[src/rtl/move_sequencer_pkg.sv]
// Shared types for the move sequencer: command record, sequencer states and fault codes.
package move_sequencer_pkg;

    typedef struct packed {
        logic [4:0][31:0]        speed;
        logic signed [4:0][31:0] num;
    } move_cmd_t;

    typedef enum logic [2:0] {
        IDLE  = 3'd0,
        LOAD  = 3'd1,
        RUN   = 3'd2,
        GAP   = 3'd3,
        FAULT = 3'd4
    } seq_state_t;

    localparam logic [1:0] FC_NONE    = 2'd0;
    localparam logic [1:0] FC_ENGINE  = 2'd1;
    localparam logic [1:0] FC_TIMEOUT = 2'd2;

endpackage

[src/rtl/move_sequencer_if.sv]
// Command-side valid/ready channel carrying one move (step counts and speeds for five axes).
interface move_sequencer_if;

    logic         cmd_valid;
    logic         cmd_ready;
    logic [159:0] cmd_num;
    logic [159:0] cmd_speed;

    modport master (
        output cmd_valid,
        output cmd_num,
        output cmd_speed,
        input  cmd_ready
    );

    modport slave (
        input  cmd_valid,
        input  cmd_num,
        input  cmd_speed,
        output cmd_ready
    );

endinterface

[src/rtl/move_sequencer_fifo.sv]
// Synchronous FIFO of move commands; flush clears pointers and count in one edge.
module move_sequencer_fifo
    import move_sequencer_pkg::*;
#(
    parameter int DEPTH = 8
) (
    input  logic                         clk,
    input  logic                         rst_n,
    input  logic                         push,
    input  logic                         pop,
    input  logic                         flush,
    input  move_cmd_t                    wr_data,
    output move_cmd_t                    rd_data,
    output logic [$clog2(DEPTH+1)-1:0]   count
);

    localparam int AW = $clog2(DEPTH);

    move_cmd_t     mem [DEPTH];
    logic [AW-1:0] wr_ptr;
    logic [AW-1:0] rd_ptr;

    // Storage carries no reset; only the pointers and count define validity.
    always_ff @(posedge clk) begin
        if (push && !flush) begin
            mem[wr_ptr] <= wr_data;
        end
    end

    always_ff @(posedge clk or negedge rst_n) begin
        if (!rst_n) begin
            wr_ptr <= '0;
            rd_ptr <= '0;
            count  <= '0;
        end else if (flush) begin
            wr_ptr <= '0;
            rd_ptr <= '0;
            count  <= '0;
        end else begin
            if (push) begin
                wr_ptr <= wr_ptr + 1'b1;
            end
            if (pop) begin
                rd_ptr <= rd_ptr + 1'b1;
            end
            case ({push, pop})
                2'b10:   count <= count + 1'b1;
                2'b01:   count <= count - 1'b1;
                default: count <= count;
            endcase
        end
    end

    assign rd_data = mem[rd_ptr];

endmodule

[src/rtl/move_sequencer.sv]
// Queues move commands and hands them one at a time to the motion engine, enforcing a
// minimum idle gap between moves and latching engine errors or run timeouts.
//
// state | meaning
// IDLE  | waiting; pops the FIFO head into move_* when something is queued
// LOAD  | one cycle with move_* stable before start is raised
// RUN   | start_driving high, waiting for engine finish / error / timeout
// GAP   | start low for GAP_CYCLES cycles between moves
// FAULT | engine error or timeout latched; waits for clear_fault
module move_sequencer
    import move_sequencer_pkg::*;
#(
    parameter int DEPTH      = 8,
    parameter int GAP_CYCLES = 4,
    parameter int TIMEOUT    = 0
) (
    input  logic                         clk,
    input  logic                         rst_n,
    move_sequencer_if.slave              cmd,
    input  logic                         abort,
    input  logic                         clear_fault,
    input  logic                         eng_finish,
    input  logic                         eng_error,
    output logic [159:0]                 move_num,
    output logic [159:0]                 move_speed,
    output logic                         start_driving,
    output logic                         busy,
    output logic [$clog2(DEPTH+1)-1:0]   fifo_count,
    output logic [31:0]                  moves_done,
    output logic                         fault,
    output logic [1:0]                   fault_code
);

    localparam int CW = $clog2(DEPTH+1);
    localparam int GW = (GAP_CYCLES > 1) ? $clog2(GAP_CYCLES) : 1;
    localparam logic [GW-1:0] GAP_LOAD = GW'(GAP_CYCLES - 1);
    localparam logic [31:0]   TMO_LOAD = (TIMEOUT > 0) ? 32'(TIMEOUT - 1) : 32'd0;
    localparam bit            TMO_EN   = (TIMEOUT > 0);

    localparam logic [2:0] S_IDLE  = IDLE;
    localparam logic [2:0] S_LOAD  = LOAD;
    localparam logic [2:0] S_RUN   = RUN;
    localparam logic [2:0] S_GAP   = GAP;
    localparam logic [2:0] S_FAULT = FAULT;

    logic [2:0]    state;
    logic [GW-1:0] gap_cnt;
    logic [31:0]   tmo_cnt;
    move_cmd_t     head;
    move_cmd_t     wr_cmd;
    logic          push;
    logic          pop;

    assign wr_cmd.num   = cmd.cmd_num;
    assign wr_cmd.speed = cmd.cmd_speed;

    assign cmd.cmd_ready = (fifo_count != CW'(DEPTH)) && (state != S_FAULT);

    // abort wins over a same-cycle push and over the idle pop
    assign push = cmd.cmd_valid && cmd.cmd_ready && !abort;
    assign pop  = (state == S_IDLE) && (fifo_count != '0) && !abort;

    move_sequencer_fifo #(
        .DEPTH (DEPTH)
    ) u_fifo (
        .clk     (clk),
        .rst_n   (rst_n),
        .push    (push),
        .pop     (pop),
        .flush   (abort),
        .wr_data (wr_cmd),
        .rd_data (head),
        .count   (fifo_count)
    );

    always_ff @(posedge clk or negedge rst_n) begin
        if (!rst_n) begin
            state      <= S_IDLE;
            gap_cnt    <= '0;
            tmo_cnt    <= '0;
            move_num   <= '0;
            move_speed <= '0;
            moves_done <= '0;
            fault_code <= FC_NONE;
        end else if (abort) begin
            state <= S_IDLE;
        end else begin
            case (state)
                S_IDLE: begin
                    if (pop) begin
                        move_num   <= head.num;
                        move_speed <= head.speed;
                        fault_code <= FC_NONE;
                        state      <= S_LOAD;
                    end
                end
                S_LOAD: begin
                    tmo_cnt <= TMO_LOAD;
                    state   <= S_RUN;
                end
                S_RUN: begin
                    if (eng_error) begin
                        fault_code <= FC_ENGINE;
                        state      <= S_FAULT;
                    end else if (eng_finish) begin
                        moves_done <= moves_done + 32'd1;
                        gap_cnt    <= GAP_LOAD;
                        state      <= S_GAP;
                    end else if (TMO_EN && (tmo_cnt == '0)) begin
                        fault_code <= FC_TIMEOUT;
                        state      <= S_FAULT;
                    end else begin
                        tmo_cnt <= tmo_cnt - 32'd1;
                    end
                end
                S_GAP: begin
                    if (gap_cnt == '0) begin
                        state <= S_IDLE;
                    end else begin
                        gap_cnt <= gap_cnt - 1'b1;
                    end
                end
                S_FAULT: begin
                    if (clear_fault) begin
                        state <= S_IDLE;
                    end
                end
                default: state <= S_IDLE;
            endcase
        end
    end

    assign start_driving = (state == S_RUN);
    assign fault         = (state == S_FAULT);
    assign busy          = (state != S_IDLE) || (fifo_count != '0);

endmodule
[src/flat_wrapper.sv]
// flat-port wrapper written by rule: the top's interface ports become plain ports
module move_sequencer_flat import move_sequencer_pkg::*;
#(
    parameter int DEPTH      = 8,
    parameter int GAP_CYCLES = 4,
    parameter int TIMEOUT    = 0
)
  (clk, rst_n, abort, clear_fault, eng_finish, eng_error, move_num, move_speed, start_driving, busy, fifo_count, moves_done, fault, fault_code, cmd_cmd_valid, cmd_cmd_num, cmd_cmd_speed, cmd_cmd_ready);
  move_sequencer_if cmd_i ();
  input  logic clk;
  input  logic rst_n;
  input  logic abort;
  input  logic clear_fault;
  input  logic eng_finish;
  input  logic eng_error;
  output logic [159:0] move_num;
  output logic [159:0] move_speed;
  output logic start_driving;
  output logic busy;
  output logic [$clog2(DEPTH+1)-1:0] fifo_count;
  output logic [31:0] moves_done;
  output logic fault;
  output logic [1:0] fault_code;
  input wire logic [$bits(cmd_i.cmd_valid)-1:0] cmd_cmd_valid;
  input wire logic [$bits(cmd_i.cmd_num)-1:0] cmd_cmd_num;
  input wire logic [$bits(cmd_i.cmd_speed)-1:0] cmd_cmd_speed;
  output wire logic [$bits(cmd_i.cmd_ready)-1:0] cmd_cmd_ready;
  assign cmd_i.cmd_valid = cmd_cmd_valid;
  assign cmd_i.cmd_num = cmd_cmd_num;
  assign cmd_i.cmd_speed = cmd_cmd_speed;
  assign cmd_cmd_ready = cmd_i.cmd_ready;
  move_sequencer #(.DEPTH(DEPTH), .GAP_CYCLES(GAP_CYCLES), .TIMEOUT(TIMEOUT)) u_core (.clk(clk), .rst_n(rst_n), .cmd(cmd_i), .abort(abort), .clear_fault(clear_fault), .eng_finish(eng_finish), .eng_error(eng_error), .move_num(move_num), .move_speed(move_speed), .start_driving(start_driving), .busy(busy), .fifo_count(fifo_count), .moves_done(moves_done), .fault(fault), .fault_code(fault_code));
endmodule
[config.mk]
export PLATFORM = sky130hd
export DESIGN_NAME = move_sequencer_flat
export DESIGN_NICKNAME = d
export VERILOG_FILES = /design/src/rtl/move_sequencer_pkg.sv /design/src/rtl/move_sequencer_if.sv /design/src/rtl/move_sequencer_fifo.sv /design/src/rtl/move_sequencer.sv /design/src/flat_wrapper.sv
export SDC_FILE = /design/constraint.sdc
export NUM_CORES = 2
export LEC_CHECK = 0
export CORE_AREA = 2 2 526 528
export CTS_BUF_LIST = sky130_fd_sc_hd__clkbuf_2
export CTS_CLUSTER_SIZE = 10
export DETAILED_ROUTE_END_ITERATION = 7
export DIE_AREA = 0 0 528 530
export PLACE_DENSITY = 0.58
export SLEW_MARGIN = 20
export SYNTH_ARGS = -nofsm -noshare
export SYNTH_HDL_FRONTEND = slang
export SYNTH_SLANG_ARGS = --single-unit
[constraint.sdc]
create_clock -name clk -period 44.3 [get_ports clk]
set_input_delay 8.86 -clock clk [delete_from_list [all_inputs] [get_ports clk]]
set_output_delay 8.86 -clock clk [all_outputs]
set_load 0.1 [all_outputs]
# Word level (Yosys, flattened, before mapping)

Memories as Yosys holds them, arrays and structs flattened. A register that Yosys moved wholly into a read port is not among the register bits.
Index checks and enable logic that the tools add are counted.

Register bits after elaboration: 49
Latch bits: 0
Memory bits (writable): 2560
Bits in read-only memories: 0
Bits of input ports: 327
Output and inout bits: 362
Logic and storage cells: 78
Memories kept: 1

Memories:

| memory            | words | bits a word | rd ports | clocked after Yosys merged registers in | wr ports | line                      | RTL |
|---|---|---|---|---|---|---|---|
| u_core.u_fifo.mem | 8     | 320         | 1        | 1                                       | 1        | move_sequencer_fifo.sv:19 | `move_cmd_t mem [DEPTH];` |

Add/subtract/negate cells: 6
$mul: 0
Div/mod/pow operators: 0
Order comparisons: 0
Eq/ne operators: 17
Shifts and indexed selects: 0
Mux-type cells: 22
Bitwise logic cells: 2
Reductions and logical operators: 23

Operators by type and width:

| cell                  | count |
|---|---|
| $add 32x1->32 const B | 1 |
| $mux 3                | 10 |
| $pmux 3 s5            | 1 |
| $reduce_and 4->1      | 3 |
| $mux 2                | 5 |
| $ne 2x2->1 const B    | 5 |
| $ne 3x3->1 const B    | 3 |
| $ne 4x4->1 const B    | 2 |
| $pmux 2 s2            | 2 |
| $pmux 4 s2            | 1 |
| $reduce_bool 2->1     | 4 |
| $add 3x1->3 const B   | 2 |
| $eq 3x2->1 const B    | 2 |
| $logic_and 1x1->1     | 6 |
| $reduce_bool 3->1     | 2 |
| $reduce_and 5->1      | 1 |
| $add 4x1->4 const B   | 1 |
| $mux 4                | 1 |
| $reduce_bool 4->1     | 1 |
| $sub 4x1->4 const B   | 1 |
| $eq 3x1->1 const B    | 1 |
| $eq 3x3->1 const B    | 1 |
| $logic_not 3->1       | 1 |
| $ne 3x2->1 const B    | 1 |
| other kinds (9)       | 12 |

# Logic depth before layout (Yosys ltp)

Word-level depth: 7
Mapped depth: 12
Mapped depth without buffers: 9

# Hierarchy

From an unflattened synthesis, not the netlist that was laid out.

Cell total of the unflattened synthesis: 4625
Area total of the unflattened synthesis: 110617.3 um2

Modules (own cells, without submodules):

| module              | times used | cells an instance | area each (um2) |
|---|---|---|---|
| move_sequencer_fifo | 1          | 3770              | 96685.2 |
| move_sequencer      | 1          | 855               | 13932.1 |

# Worst setup path after synthesis

No wires, ideal clock.

Path kind: input port to flip-flop
Start point: input port cmd_cmd_valid
End point: memory u_core.u_fifo.mem[6][0] (netlist name), enable pin
Arrival: 41.940 ns
Data required time: 42.406 ns
Setup slack: 0.466 ns
Stages on the path: 4
Buffers on the path: 0
Cells stage by stage: inv_1 -> nor3_1 -> nand2_1 -> nor4b_1

Longest elaborated chain between the ends: 5

RTL lines:

| what                            | line                      | RTL |
|---|---|---|
| start: declaration              | flat_wrapper.sv:24        | `input wire logic [$bits(cmd_i.cmd_valid)-1:0] cmd_cmd_valid;` |
| $logic_and 1x1->1 (2 in series) | move_sequencer.sv:60      | `assign push = cmd.cmd_valid && cmd.cmd_ready && !abort;` |
| $logic_and 1x1->1               | move_sequencer_fifo.sv:25 | `if (push && !flush) begin` |
| $mux 1                          | move_sequencer_fifo.sv:25 |  |
| $mux 1 (implied by the code)    | move_sequencer_fifo.sv:26 | `mem[wr_ptr] <= wr_data;` |
| end: declaration                | move_sequencer_fifo.sv:19 |  |

No other way between the ends.

# Worst setup path in the final report

Start point: register u_core.u_fifo.count[0]
End point: output port cmd_cmd_ready

Longest elaborated chain between the ends: 2

RTL lines:

| what                     | line                      | RTL |
|---|---|---|
| start: declaration       | move_sequencer_fifo.sv:14 | `output logic [$clog2(DEPTH+1)-1:0] count` |
| start signal: assignment | move_sequencer_fifo.sv:47 | `2'b10: count <= count + 1'b1;` |
| start signal: assignment | move_sequencer_fifo.sv:48 | `2'b01: count <= count - 1'b1;` |
| start signal: assignment | move_sequencer_fifo.sv:49 | `default: count <= count;` |
| $ne 4x4->1               | move_sequencer.sv:57      | `assign cmd.cmd_ready = (fifo_count != CW'(DEPTH)) && (state != S_FAULT);` |
| $logic_and 1x1->1        | move_sequencer.sv:57      |  |
| end: declaration         | flat_wrapper.sv:27        | `output wire logic [$bits(cmd_i.cmd_ready)-1:0] cmd_cmd_ready;` |

No other way between the ends.

==> metrics.cfg <==
[yosys]
yosysSeqAreaShare = 0.789
yosys_warnings = 0
netlist.area_leader.share = 0.704
synth_most_common_cell = edfxtp_1
synth-edff-count = 2560
async_flop_share = 0.126
ys.flop_type = edfxtp_1
synth_cell_types = 49
synthTopCellsByCount = edfxtp_1 (2,560), mux4_2 (640), dfrtp_1 (368), nand2_1 (343), mux2i_1 (322)
synth_top_cell_by_area = edfxtp_1
synth_fp_nets = 5325
synth_area_leaders = edfxtp_1 (70%), mux4_2 (13%), dfrtp_1 (8.4%)
syn_inst = 4991
synth-seq-cells = 2928
syn_area_per_cell_um2 = 21.9
syn_area_mm2 = 0.109

[clocking]
postCtsHoldBufs = 0
post_cts.repair.setup_buffers = 0
clockBufferDepth = 4
tritoncts = done
cts.repair.resized = 0
numCtsBuffers = 725
clock_latency_ns = 2.06
path_clk_slew_ns = 0.11
cts_num_sinks = 2928
cts.htree.levels = 6
cts_root_buffer = clkbuf_2

[floorplanning]
dieArea_mm2 = 0.280
core_area_mm2 = 0.275
io_pins = 689
die_y_um = 530
rows = 193
initial_core_util = 0.397
die_w_um = 528

[sta]
rsz0062_at_grt = false
clock.fmax_mhz = 73.8
setup_viol = 0
fin_worst_skew_ns = 0.126
slew_viol_final = 0
post-route-period-util = 0.306
finalHoldViolCount = 0
min_period_ns = 13.56
maxSlewHeadroom = 0.214
finalSetupTns_ns = 0
max_slew.worst_pin.slew_ns = 1.18

[worst_setup_path]
critPathBufInv = 1
path_class = reg -> out
path_delay_family = simple AND/OR/NAND/NOR gates
critPathRequiredTime_ns = 35.44
path_cells = nor4b_1 -> nor2_1 -> clkdlybuf4s50_1
cp_slowest_cell = clkdlybuf4s50_1
max_stage_delay_ns = 1.05
critPathLaunchType = flop
arrival_ns = 4.70
cp_max_fo = 9
critPathCaptureType = output port

[global_routing]
grt_overflow_total = 0
grt_start_max_net_pins = 122
antenna_found_initial = 77
grt_pass1_vias = 57200
track_usage = 0.179
grt_first_pass_wirelength_um = 374000

[status]
status = completed

[power_and_ir_drop]
p_total_uw = 7780
ir_drop_mv = 0.0828
p_leak_uw = 0.0419
power_density_mw_per_mm2 = 61.3

[detailed_routing]
ant_nets = 0
drt_iter0_drc = 3685
wl_per_cell_um = 24.4
detail_route.first_pass.iterations = 5
drc = 0
via_per_inst = 5.14
dr_total_vias = 53700
drt_wl_total_um = 255000

[cells_and_area]
drive_gt1_frac = 0.285
syn_to_final_growth_pct = 16.3
fin_nets = 6573

[flow_run]
maxCapViolCount = 0

[place]
dp_hpwl_um = 144000
io_buffers = 687
gp_congestion = 0.754

[min_path]
hold_path_class = reg -> reg

-- path summary, 6_finish.rpt --
check	endpoint	cells past startpoint	startpoint	slack [ns]
worst max-delay path	cmd_cmd_ready	3	u_core.u_fifo.count[0]	30.74
worst min-delay path	u_core.moves_done[31]	1	u_core.moves_done[31]	0.47
worst max register to register	u_core.u_fifo.mem[6][241]	9	u_core.state[0]	38.79
worst min register to register	u_core.moves_done[31]	1	u_core.moves_done[31]	0.47
max in group asynchronous	u_core.move_num[79]	5	rst_n	34.13
min in group asynchronous	u_core.move_speed[62]	1	rst_n	6.71
-- layout make-up --
type	instances	area (µm²)
clock inverter	207	1170
sequential	2928	86100
inverter	9	33.8
timing repair buffer	781	7740
antenna	21	52.6
clock buffer	1106	5540
tap	3607	4510
multi-input combinational	1794	21800
fill	23500	148000
-- placed cells by master (no fill, tap or decap), types with 5 or more instances in the layout --
master,netlist,layout
mux2i_1,322,322
o21ai_1,55,55
inv_1,9,9
ha_1,6,6
diode_2,0,21
xor2_1,27,27
nand2_1,343,343
buf_12,0,9
inv_6,0,20
nor2_1,16,14
nor4_1,14,12
clkinvlp_4,0,11
inv_2,0,5
dfrtp_1,368,365
and3_1,5,5
clkinv_1,0,126
clkinv_4,0,11
clkbuf_2,0,1106
a21oi_1,7,7
buf_4,1,82
bufinv_16,0,5
clkinv_2,0,25
clkdlybuf4s50_1,0,684
nand3_1,17,17
o21ai_0,269,269
mux4_2,640,640
edfxtp_1,2560,2560
nor3_1,20,17
xnor2_1,8,8
-- cell families (layout without fill, tap and decap cells) --
group | count (synthesis) | in the layout | synth area share
AOI/OAI and AO/OA | 341 | 341 | 0.0162
xor gates and xnor gates | 35 | 35 | 0.00281
adders and majority gates | 7 | 7 | 0.000871
buffers and inverters | 269 | 2103 | 0.0123
DFF | 2928 | 2928 | 0.789
muxes | 965 | 965 | 0.162
other | 1 | 22 | 0.0000344
and+or+nand+nor | 445 | 445 | 0.0172
-- routing by layer --
metal,up-vias,global-route usage,routed length [µm]
met5,-,0,653
met1,28100,0.236,108000
li1,23500,-,-
met2,1582,0.292,124000
met3,483,0.0493,16200
met4,100,0.0502,5460
-- worst register-to-register path, stage by stage, from the launching register on --
cell,delay (ns)
dfrtp_1,0.54
or3b_2,0.25
inv_1,0.15
nor3_1,0.56
nand2_1,0.34
nor4b_2,0.32
buf_4,0.47
buf_12,0.67
buf_4,0.93
buf_4,0.82
-- stage by stage --
| stage | utilization | hold slack (ns) | cells | setup slack [ns] | cell area (µm²) |
|---|---|---|---|---|---|
| global placement | 0.437 | 0.459 | 9117 | 30.15 | 120000 |
| global route | 0.462 | 0.507 | 10400 | 30.19 | 127000 |
| detailed placement | 0.437 | 0.459 | 9117 | 30.13 | 120000 |
| finish | 0.462 | 0.475 | 10500 | 30.74 | 127000 |
| floorplan | - | 0.505 | 4991 | 0.466 | 109000 |
| CTS | 0.461 | 0.475 | 10400 | 30.29 | 127000 |
-- flip-flops by register name (all words and copies together) (netlist names) --
name	count
u_core.gap_cnt	2
u_core.move_num	160
u_core.move_speed	160
u_core.moves_done	32
u_core.u_fifo.rd_ptr	3
u_core.state	3
u_core.u_fifo.count	4
u_core.u_fifo.wr_ptr	3
u_core.u_fifo.mem	2560
u_core.fault_code	1
-- power by group --
part	internal [µW]	switching, µW
logic	781	1830
registers	3230	143
clock network	706	1090
Power figures use the tool's default switching activity.
